`config.mk`:
```
export PLATFORM = sky130hd
export DESIGN_NAME = muldiv_sequencer
export DESIGN_NICKNAME = d
export VERILOG_FILES = /design/src/rtl/muldiv_pkg.sv /design/src/rtl/muldiv_sequencer_addsub_unit.sv /design/src/rtl/muldiv_sequencer.sv
export SDC_FILE = /design/constraint.sdc
export NUM_CORES = 1
export LEC_CHECK = 0
export ABC_AREA = 1
export ABC_CLOCK_PERIOD_IN_PS = 33700
export BUFFER_PORTS_ARGS = -buffer_cell sky130_fd_sc_hd__buf_2
export CAP_MARGIN = 15
export CORE_UTILIZATION = 59
export DETAILED_ROUTE_END_ITERATION = 12
export PLACE_DENSITY_LB_ADDON = 0.1
export SLEW_MARGIN = 15
export SYNTH_ARGS = -nofsm -noshare
export SYNTH_HDL_FRONTEND = slang
export SYNTH_SLANG_ARGS = --single-unit
```
`constraint.sdc`:
```
create_clock -name clk -period 33.7 [get_ports clk]
set_input_delay 3.37 -clock clk [delete_from_list [all_inputs] [get_ports clk]]
set_output_delay 3.37 -clock clk [all_outputs]
set_load 0.02 [all_outputs]
```
`src/rtl/muldiv_pkg.sv`:
```
// Shared definitions for the iterative HI/LO multiply/divide sequencer.
package muldiv_pkg;

    typedef enum logic [1:0] {
        OP_MULTU = 2'b00,
        OP_MULT  = 2'b01,
        OP_DIVU  = 2'b10,
        OP_DIV   = 2'b11
    } op_e;

    typedef enum logic [1:0] {
        IDLE = 2'b00,
        CALC = 2'b01,
        FIX  = 2'b10
    } state_e;

    // Accumulator holds both halves plus one carry/borrow bit.
    function automatic int acc_width(input int width);
        return 2 * width + 1;
    endfunction

endpackage

```
`src/rtl/muldiv_sequencer_addsub_unit.sv`:
```
// Ripple-carry adder/subtractor from gate primitives; sub=1 computes a - b,
// and cout is then the "no borrow" flag.
module addsub_unit
    import muldiv_pkg::*;
#(
    parameter int WIDTH = 32
) (
    input  logic [WIDTH-1:0] a,
    input  logic [WIDTH-1:0] b,
    input  logic             sub,
    output logic [WIDTH-1:0] sum,
    output logic             cout
);

    for (genvar i = 0; i < WIDTH; i++) begin : g_bit
        logic bx_s;
        logic axb_s;
        logic gen_s;
        logic prop_s;
        logic cin_s;
        logic cout_s;

        if (i == 0) begin : g_lsb
            assign cin_s = sub;
        end else begin : g_chain
            assign cin_s = g_bit[i-1].cout_s;
        end

        xor u_bx  (bx_s,   b[i],  sub);
        xor u_axb (axb_s,  a[i],  bx_s);
        xor u_sum (sum[i], axb_s, cin_s);
        and u_gen (gen_s,  a[i],  bx_s);
        and u_prp (prop_s, axb_s, cin_s);
        or  u_co  (cout_s, gen_s, prop_s);
    end

    assign cout = g_bit[WIDTH-1].cout_s;

endmodule

```
`src/rtl/muldiv_sequencer.sv`:
```
// Iterative radix-2 multiply / restoring divide controller owning HI/LO.
// Two addsub_unit instances: unit 0 does the per-bit add/subtract, both negate.
module muldiv_sequencer
    import muldiv_pkg::*;
#(
    parameter int WIDTH = 32,
    parameter int CNT_W = 6
) (
    input  logic             clk,
    input  logic             rst_n,
    input  logic             start,
    input  logic [1:0]       op,
    input  logic [WIDTH-1:0] a,
    input  logic [WIDTH-1:0] b,
    input  logic             cancel,
    input  logic             wrhi,
    input  logic             wrlo,
    input  logic [WIDTH-1:0] wrdata,
    output logic             busy,
    output logic             done,
    output logic [WIDTH-1:0] hi,
    output logic [WIDTH-1:0] lo
);

    localparam int               ACC_W     = acc_width(WIDTH);
    localparam logic [WIDTH-1:0] ZERO_W    = {WIDTH{1'b0}};
    localparam logic [WIDTH-1:0] ONES_W    = {WIDTH{1'b1}};
    localparam logic [CNT_W-1:0] CNT_ZERO  = {CNT_W{1'b0}};
    localparam logic [CNT_W-1:0] CNT_ONE   = {{(CNT_W-1){1'b0}}, 1'b1};
    localparam logic [CNT_W-1:0] LAST_ITER = CNT_W'(WIDTH - 1);

    state_e             state_r, state_n;
    op_e                op_r, op_n;
    logic [ACC_W-1:0]   acc_r, acc_n;
    logic [WIDTH-1:0]   mcand_r, mcand_n;
    logic [CNT_W-1:0]   cnt_r, cnt_n;
    logic               neg_lo_r, neg_lo_n;
    logic               neg_hi_r, neg_hi_n;
    logic [WIDTH-1:0]   hi_r, hi_n;
    logic [WIDTH-1:0]   lo_r, lo_n;
    logic               done_r, done_n;
    logic               busy_r;

    logic [WIDTH-1:0]   u0_a_s, u0_b_s, u0_sum_s;
    logic               u0_sub_s, u0_cout_s;
    logic [WIDTH-1:0]   u1_a_s, u1_b_s, u1_sum_s;
    logic               u1_sub_s, u1_cout_s;

    logic               div_in_s, div_r_s, sa_s, sb_s, dz_s;
    logic [WIDTH-1:0]   mag_a_s, mag_b_s;
    logic               nonneg_s;
    logic [WIDTH-1:0]   rem_s;
    logic [2*WIDTH-1:0] res_s;

    addsub_unit #(.WIDTH(WIDTH)) u_addsub0 (
        .a(u0_a_s), .b(u0_b_s), .sub(u0_sub_s), .sum(u0_sum_s), .cout(u0_cout_s)
    );

    addsub_unit #(.WIDTH(WIDTH)) u_addsub1 (
        .a(u1_a_s), .b(u1_b_s), .sub(u1_sub_s), .sum(u1_sum_s), .cout(u1_cout_s)
    );

    // In IDLE unit 1 computes 0 - b, whose carry-out flags a zero divisor.
    assign div_in_s = op[1];
    assign div_r_s  = (op_r == OP_DIVU) || (op_r == OP_DIV);
    assign sa_s     = op[0] & a[WIDTH-1];
    assign sb_s     = op[0] & b[WIDTH-1];
    assign dz_s     = div_in_s & u1_cout_s;
    assign mag_a_s  = (sa_s && !dz_s) ? u0_sum_s : a;
    assign mag_b_s  = sb_s ? u1_sum_s : b;

    // Divide keeps {0, rem, quot}; multiply keeps {carry, P, M} one shift behind.
    assign nonneg_s = acc_r[2*WIDTH-1] | u0_cout_s;
    assign rem_s    = nonneg_s ? u0_sum_s : acc_r[2*WIDTH-2:WIDTH-1];
    assign res_s    = div_r_s ? acc_r[2*WIDTH-1:0] : acc_r[2*WIDTH:1];

    // Next-state, datapath steering and HI/LO update.
    always_comb begin
        state_n  = state_r;
        op_n     = op_r;
        acc_n    = acc_r;
        mcand_n  = mcand_r;
        cnt_n    = cnt_r;
        neg_lo_n = neg_lo_r;
        neg_hi_n = neg_hi_r;
        hi_n     = hi_r;
        lo_n     = lo_r;
        done_n   = 1'b0;
        u0_a_s   = ZERO_W;
        u0_b_s   = ZERO_W;
        u0_sub_s = 1'b0;
        u1_a_s   = ZERO_W;
        u1_b_s   = ZERO_W;
        u1_sub_s = 1'b0;
        case (state_r)
            IDLE: begin
                u0_b_s   = a;
                u0_sub_s = 1'b1;
                u1_b_s   = b;
                u1_sub_s = 1'b1;
                if (wrhi) hi_n = wrdata;
                else      hi_n = hi_r;
                if (wrlo) lo_n = wrdata;
                else      lo_n = lo_r;
                if (start && !cancel) begin
                    op_n    = op_e'(op);
                    cnt_n   = CNT_ZERO;
                    state_n = CALC;
                    if (div_in_s) begin
                        acc_n    = {1'b0, ZERO_W, mag_a_s};
                        mcand_n  = mag_b_s;
                        neg_lo_n = !dz_s & (sa_s ^ sb_s);
                        neg_hi_n = !dz_s & sa_s;
                    end else begin
                        acc_n    = {ZERO_W, mag_b_s, 1'b0};
                        mcand_n  = mag_a_s;
                        neg_lo_n = sa_s ^ sb_s;
                        neg_hi_n = sa_s ^ sb_s;
                    end
                end else begin
                    state_n = IDLE;
                end
            end
            CALC: begin
                if (div_r_s) begin
                    u0_a_s   = acc_r[2*WIDTH-2:WIDTH-1];
                    u0_b_s   = mcand_r;
                    u0_sub_s = 1'b1;
                end else begin
                    u0_a_s   = acc_r[2*WIDTH:WIDTH+1];
                    u0_b_s   = acc_r[1] ? mcand_r : ZERO_W;
                    u0_sub_s = 1'b0;
                end
                if (cancel) begin
                    state_n = IDLE;
                end else begin
                    cnt_n = cnt_r + CNT_ONE;
                    if (div_r_s) acc_n = {1'b0, rem_s, acc_r[WIDTH-2:0], nonneg_s};
                    else         acc_n = {u0_cout_s, u0_sum_s, acc_r[WIDTH:1]};
                    if (cnt_r == LAST_ITER) state_n = FIX;
                    else                    state_n = CALC;
                end
            end
            FIX: begin
                // High half of a product negation borrows only when the low half is nonzero.
                u0_b_s   = res_s[WIDTH-1:0];
                u0_sub_s = 1'b1;
                u1_a_s   = (!div_r_s && !u0_cout_s) ? ONES_W : ZERO_W;
                u1_b_s   = res_s[2*WIDTH-1:WIDTH];
                u1_sub_s = 1'b1;
                state_n  = IDLE;
                if (cancel) begin
                    done_n = 1'b0;
                end else begin
                    lo_n   = neg_lo_r ? u0_sum_s : res_s[WIDTH-1:0];
                    hi_n   = neg_hi_r ? u1_sum_s : res_s[2*WIDTH-1:WIDTH];
                    done_n = 1'b1;
                end
            end
            default: begin
                state_n = IDLE;
            end
        endcase
    end

    // State, datapath and output registers.
    always_ff @(posedge clk or negedge rst_n) begin
        if (!rst_n) begin
            state_r  <= IDLE;
            op_r     <= OP_MULTU;
            acc_r    <= {ACC_W{1'b0}};
            mcand_r  <= ZERO_W;
            cnt_r    <= CNT_ZERO;
            neg_lo_r <= 1'b0;
            neg_hi_r <= 1'b0;
            hi_r     <= ZERO_W;
            lo_r     <= ZERO_W;
            done_r   <= 1'b0;
            busy_r   <= 1'b0;
        end else begin
            state_r  <= state_n;
            op_r     <= op_n;
            acc_r    <= acc_n;
            mcand_r  <= mcand_n;
            cnt_r    <= cnt_n;
            neg_lo_r <= neg_lo_n;
            neg_hi_r <= neg_hi_n;
            hi_r     <= hi_n;
            lo_r     <= lo_n;
            done_r   <= done_n;
            busy_r   <= (state_n != IDLE);
        end
    end

    assign busy = busy_r;
    assign done = done_r;
    assign hi   = hi_r;
    assign lo   = lo_r;

endmodule

```
==> results.toml, run 1 <==
[critical_path]
critPathSlowestCell = "fa_1"
cp_top_family = "adder cells"
crit_start = "a[0]"
r2r_cells = 78
endpoint_kind = "flip-flop"
reg2reg_from = "state_r[0]$_DFF_PN0_"
crit_path_frequent_cell = "fa_1"
cp_slowest_stage_delay_ps = 480
cp_max_fo = 28
cp.arrival_ps = 33040
r2r_slack_ps = 2750
cp.required_ps = 34000
timing.rr.end = "acc_r[21]$_DFFE_PN0P_"
critPathBufInv = 2
critPathLaunchType = "primary input"
crit_type = "in -> reg"

[placed_design]
postPlaceCellArea_mm2 = 0.0137
place_inst = 2094
gp_congestion = 0.945
hpwl_um = 30400
port-buffer-count = 169

[grt]
grt_pass1_vias = 12200
overflow = 0
grt.total_usage_pct = 40.3
grt_max_degree = 73
grt_pass1_wl_um = 67400
antenna_found_initial = 2

[clocking]
cts_num_sinks = 174
root_buffer = "clkbuf_16"
cts_htree_levels = 4
post_cts_buffers = 0
cts_tree = "built"
cts_hold_buf = 0
clk_latency_ps = 450
clk_pin_slew_worst_paths_ps = 80
cts_inserted_buffers = 17
cts_buffer_depth = 2

[die]
dieWidth_um = 149
die_y_um = 149
rows = 53
core_area_mm2 = 0.0212
start_util_pct = 60.4
io_pins = 170
dieArea_mm2 = 0.0223

[sta]
max_freq_mhz = 30.5
hold_viol_final = 0
skew_ps = 15.0
fin_crit_ps = 32750
final_max_slew_viol_count = 0
tightest_slew_ps = 1170
whs_ps = 478
slew_headroom_pct = 21.7
fin_tns_setup_ps = 0
rsz0062_at_grt = "no"
post-route-period-util_pct = 97.2
setup_violations = 0

[routing]
avgViaCountPerCell = 6.15
routedWlPerCell_um = 20.7
drt_iter0_markers = 1687
wirelength_um = 44100
antenna_left = 0
drc = 0
dr.pass1.iters = 6
num_vias = 13100

[logic_synthesis]
ys_seq_elements = 174
syn_nets = 1902
synth.avg_cell_area_um2 = 7.37
synthCells = 1735
synth_warnings = 0
synthDistinctLibCells = 38
syn_area_mm2 = 0.0128
synthArstFlopShare_pct = 100
ys_seq_area_share_pct = 34.1
ys.flop_type = "dfrtp_1"
synth_edf_count = 0

[min_path]
hold_end = "state_r[1]$_DFF_PN0_"
holdCritPathClass = "reg -> reg"
hold_path_depth = 1
worstHoldStart = "cnt_r[5]$_DFFE_PN0P_"

[pwr]
total_power_mw = 0.945
peakVddDrop_mv = 0.0428
leakagePower_nw = 7.12
powerDensity_mw_per_mm2 = 65.2

[final_layout]
final_cell_mix = "nor2_1 (348), nand2_1 (321), inv_1 (174)"
final_common_cell = "nor2_1"
final_cells = 2131
nNetsFinal = 2007
area_growth_pct = 13.3
post-route-cell-area_mm2 = 0.0145
drive_gt1_share_pct = 15.1

[run]
cap_violations = 0

[outcome]
status = "finished, final reports clean"
metal layers:
metal	wire, um	GRT usage (%)	vias to the layer above
met1	17800	56.6	6120
met2	18100	56.4	918
met3	7330	17.4	79
met4	859	10.8	0
met5	0	0	-
li1	-	-	5999
worst max-delay path by stage:
stage	to	slack (ps)	cells after the start
after floorplan	acc_r[10]$_DFFE_PN0P_	190	75
after global placement	acc_r[14]$_DFFE_PN0P_	-460	76
after detailed placement	acc_r[13]$_DFFE_PN0P_	-750	76
after CTS	acc_r[24]$_DFFE_PN0P_	10	76
after global routing	acc_r[25]$_DFFE_PN0P_	60	77
final	acc_r[21]$_DFFE_PN0P_	950	75
cell usage after synthesis, drive strengths merged, types with 2 or more instances:
master,number,area share [%]
a21oi,48,1.9
a31oi,63,3.1
buf,65,2.5
clkbuf,53,1.6
dfrtp,174,34
fa,62,9.7
inv,182,5.3
mux2i,30,2.3
nand2,328,9.8
nand3,15,0.59
nor2,352,10
nor3,4,0.20
o211ai,31,1.8
o21ai,134,5.2
o221ai,60,4.1
o22ai,91,4.5
xnor2,2,0.14
xor2,31,2.1
final cells by class:
class,count,area (um2)
clock buffer,20,457
sequential,174,4360
timing repair buffer,204,1160
clock inverter,12,153
multi-input combinational,1260,7320
tap,275,344
antenna,3,7.51
fill,1821,6670
inverter,183,687
sequential cells by signal, summed over array words and instances, names as in the netlist:
signal	count
mcand_r	32
neg_hi_r	1
done	1
op_r	1
state_r	2
acc_r	65
cnt_r	6
neg_lo_r	1
lo	32
hi	32
busy	1
through the flow:
| stage | utilization (%) | worst slack, ps |
|---|---|---|
| after global placement | 65.0 | -464 |
| after floorplan | - | 193 |
| final | 68.5 | 952 |
| after CTS | 68.1 | 9.75 |
| after global routing | 68.4 | 58.1 |
| after detailed placement | 65.0 | -753 |
logic make-up after synthesis:
logic type	synth area share, %
adder cells (fa/ha/maj)	9.80
XOR/XNOR	2.26
flip-flops	34.1
AND/OR/NAND/NOR	21.2
buffers and inverters	9.41
multiplexers	2.35
AO/OA/AOI/OAI	20.9
power by group:
group	total, mW	internal, mW	switching, mW
clock	0.213	0.116	0.0971
sequential	0.298	0.262	0.0358
combinational	0.434	0.140	0.293
total	0.945	0.519	0.426
what timing repair did:
action | CTS | global route
resized for setup | 34 | 15
pin swaps | 0 | 0
cloned | 1 | 0
endpoints found under the setup margin | 66 | 68
endpoints found under the hold margin | 0 | 0
worst reg2reg max path, delay by kind of cell (launching register included):
kind            cells  cell delay [ps]
compound gates      4              450
fa+ha+maj          62            27840
buf+inv             3              870
flops               1              400
simple gates        9             1220
(Power assumes the default switching activity.)
==> run 2, diff against run 1 <==
Settings changed: CORE_ASPECT_RATIO set to 0.6, CORE_UTILIZATION 59 to 55.
==> results.toml, run 2 (synthesis results as in run 1) <==
[outcome]
status = "finished, final reports clean"

[run]
cap_violations = 0

[routing]
wirelength_um = 47100
wl_met2_um = 17300
avgViaCountPerCell = 6.14
routed.top_layer = "met5"
routedWlPerCell_um = 21.8
drt_iter0_markers = 1662
drc = 0
routedLengthMet1_um = 20300
antenna_left = 0
wl_met3_um = 8830
dr.pass1.iters = 6
num_vias = 13200

[final_layout]
final_common_cell = "nor2_1"
multiInputGateArea_mm2 = 0.00731
nNetsFinal = 2003
final_cells = 2157
final_core_util_pct = 64.4
largest-register = "acc_r"
area_growth_pct = 13.0
diodes = 0
final_cell_mix = "nor2_1 (348), nand2_1 (321), inv_1 (174)"
drive_gt1_share_pct = 14.8
fillers = 2038
largest_register_ffs = 65
regArea_mm2 = 0.00436

[sta]
fin_crit_ps = 32760
skew_ps = 17.3
fin_ws_ps = 940
hold_viol_final = 0
setup_violations = 0
post-route-period-util_pct = 97.2
slew_headroom_pct = 29.0
whs_ps = 494
max_freq_mhz = 30.5
tightest_slew_ps = 1060
rsz0062_at_grt = "no"
final_max_slew_viol_count = 0

[pwr]
leakagePower_nw = 7.07
powerDensity_mw_per_mm2 = 65.9
peakVddDrop_mv = 0.0465

[clocking]
root_buffer = "clkbuf_16"
cts_htree_levels = 4
clk_pin_slew_worst_paths_ps = 70
cts_inserted_buffers = 17
cts_tree = "built"
cts_num_sinks = 174
cts_buffer_depth = 2
clk_latency_ps = 460

[placed_design]
place_ws_ps = -675
place_inst = 2125
hpwl_um = 33700
port-buffer-count = 169
gp_congestion = 0.984

[die]
dieArea_mm2 = 0.0239
die_y_um = 120
io_pins = 170
dieWidth_um = 199
start_util_pct = 57.0
core_area_mm2 = 0.0224
rows = 42

[critical_path]
endpoint_kind = "flip-flop"
cp.arrival_ps = 33120
crit_path_frequent_cell = "fa_1"
crit_type = "in -> reg"
critPathLaunchType = "primary input"
cp_top_family = "adder cells"
cp_max_fo = 5
cp.required_ps = 34060
critPathBufInv = 4
critPathSlowestCell = "fa_1"
cp_slowest_stage_delay_ps = 480

[grt]
overflow = 0
grt.total_usage_pct = 40.5
grt_pass1_wl_um = 71000
antenna_found_initial = 0
grt_pass1_vias = 11900
grt_max_degree = 72

[min_path]
holdCritPathClass = "reg -> reg"
run 2: cell count changes in the layout (fill, tap and decap cells not counted), sizes merged:
cell / before / now
buf: 203 / 200
bufbuf: 1 / 0
inv: 188 / 186
clkbuf: 20 / 18
clkinvlp: 0 / 3
diode: 3 / 0
bufinv: 2 / 3
run 2: cell type report:
| class | instances | share of cell area, % |
|---|---|---|
| inverters | 183 | 4.75 |
| clock buffers | 18 | 2.97 |
| flip-flops and latches | 174 | 30.1 |
| multi-input cells | 1260 | 50.6 |
| clock inverters | 14 | 1.27 |
| repair buffers | 200 | 7.59 |
| well taps | 308 | 2.67 |
run 2: power by group:
| part | switching, mW | internal [mW] | total, mW |
|---|---|---|---|
| logic | 0.298 | 0.139 | 0.437 |
| clock network | 0.0957 | 0.118 | 0.214 |
| registers | 0.0390 | 0.262 | 0.301 |
run 2: layer usage:
metal / track usage (%) / vias to the layer above
met2: 48.3 / 933
met5: 3.49 / -
met1: 61.1 / 6262
met3: 23.0 / 53
met4: 7.55 / 2
li1: - / 5986
run 2: path summary, 6_finish.rpt:
kind,endpoint,slack (ps),startpoint,cells past startpoint
min reg2reg,acc_r[64]$_DFFE_PN0P_,490,acc_r[64]$_DFFE_PN0P_,2
min,acc_r[64]$_DFFE_PN0P_,490,acc_r[64]$_DFFE_PN0P_,2
min in group asynchronous,hi[24]$_DFFE_PN0P_,2870,rst_n,1
max reg2reg,acc_r[1]$_DFFE_PN0P_,2400,state_r[1]$_DFF_PN0_,79
max in group asynchronous,op_r[1]$_DFFE_PN0P_,28750,rst_n,3
max,acc_r[1]$_DFFE_PN0P_,940,a[1],77
run 2: per-stage QoR:
stage	area (um2)	total power, mW	TNS, ps
after floorplan	12800	0.592	0
after global placement	13800	0.708	-26320
after detailed placement	13800	0.718	-36890
final	14500	0.953	0
after global routing	14500	1.01	0
after CTS	14400	0.933	0
run 2: tightest hold or removal path, delay by kind of cell, from the launching register on:
kind,cells,cell delay [ps]
simple gates,1,60
flops,1,350
compound gates,1,50
run 2: repair_timing:
item / CTS / global route
gates resized for setup: 5 / 32
pin swaps: 1 / 1
endpoints found under the setup margin: 64 / 69
buffers inserted: 0 / 0
hold buffers: 0 / 0
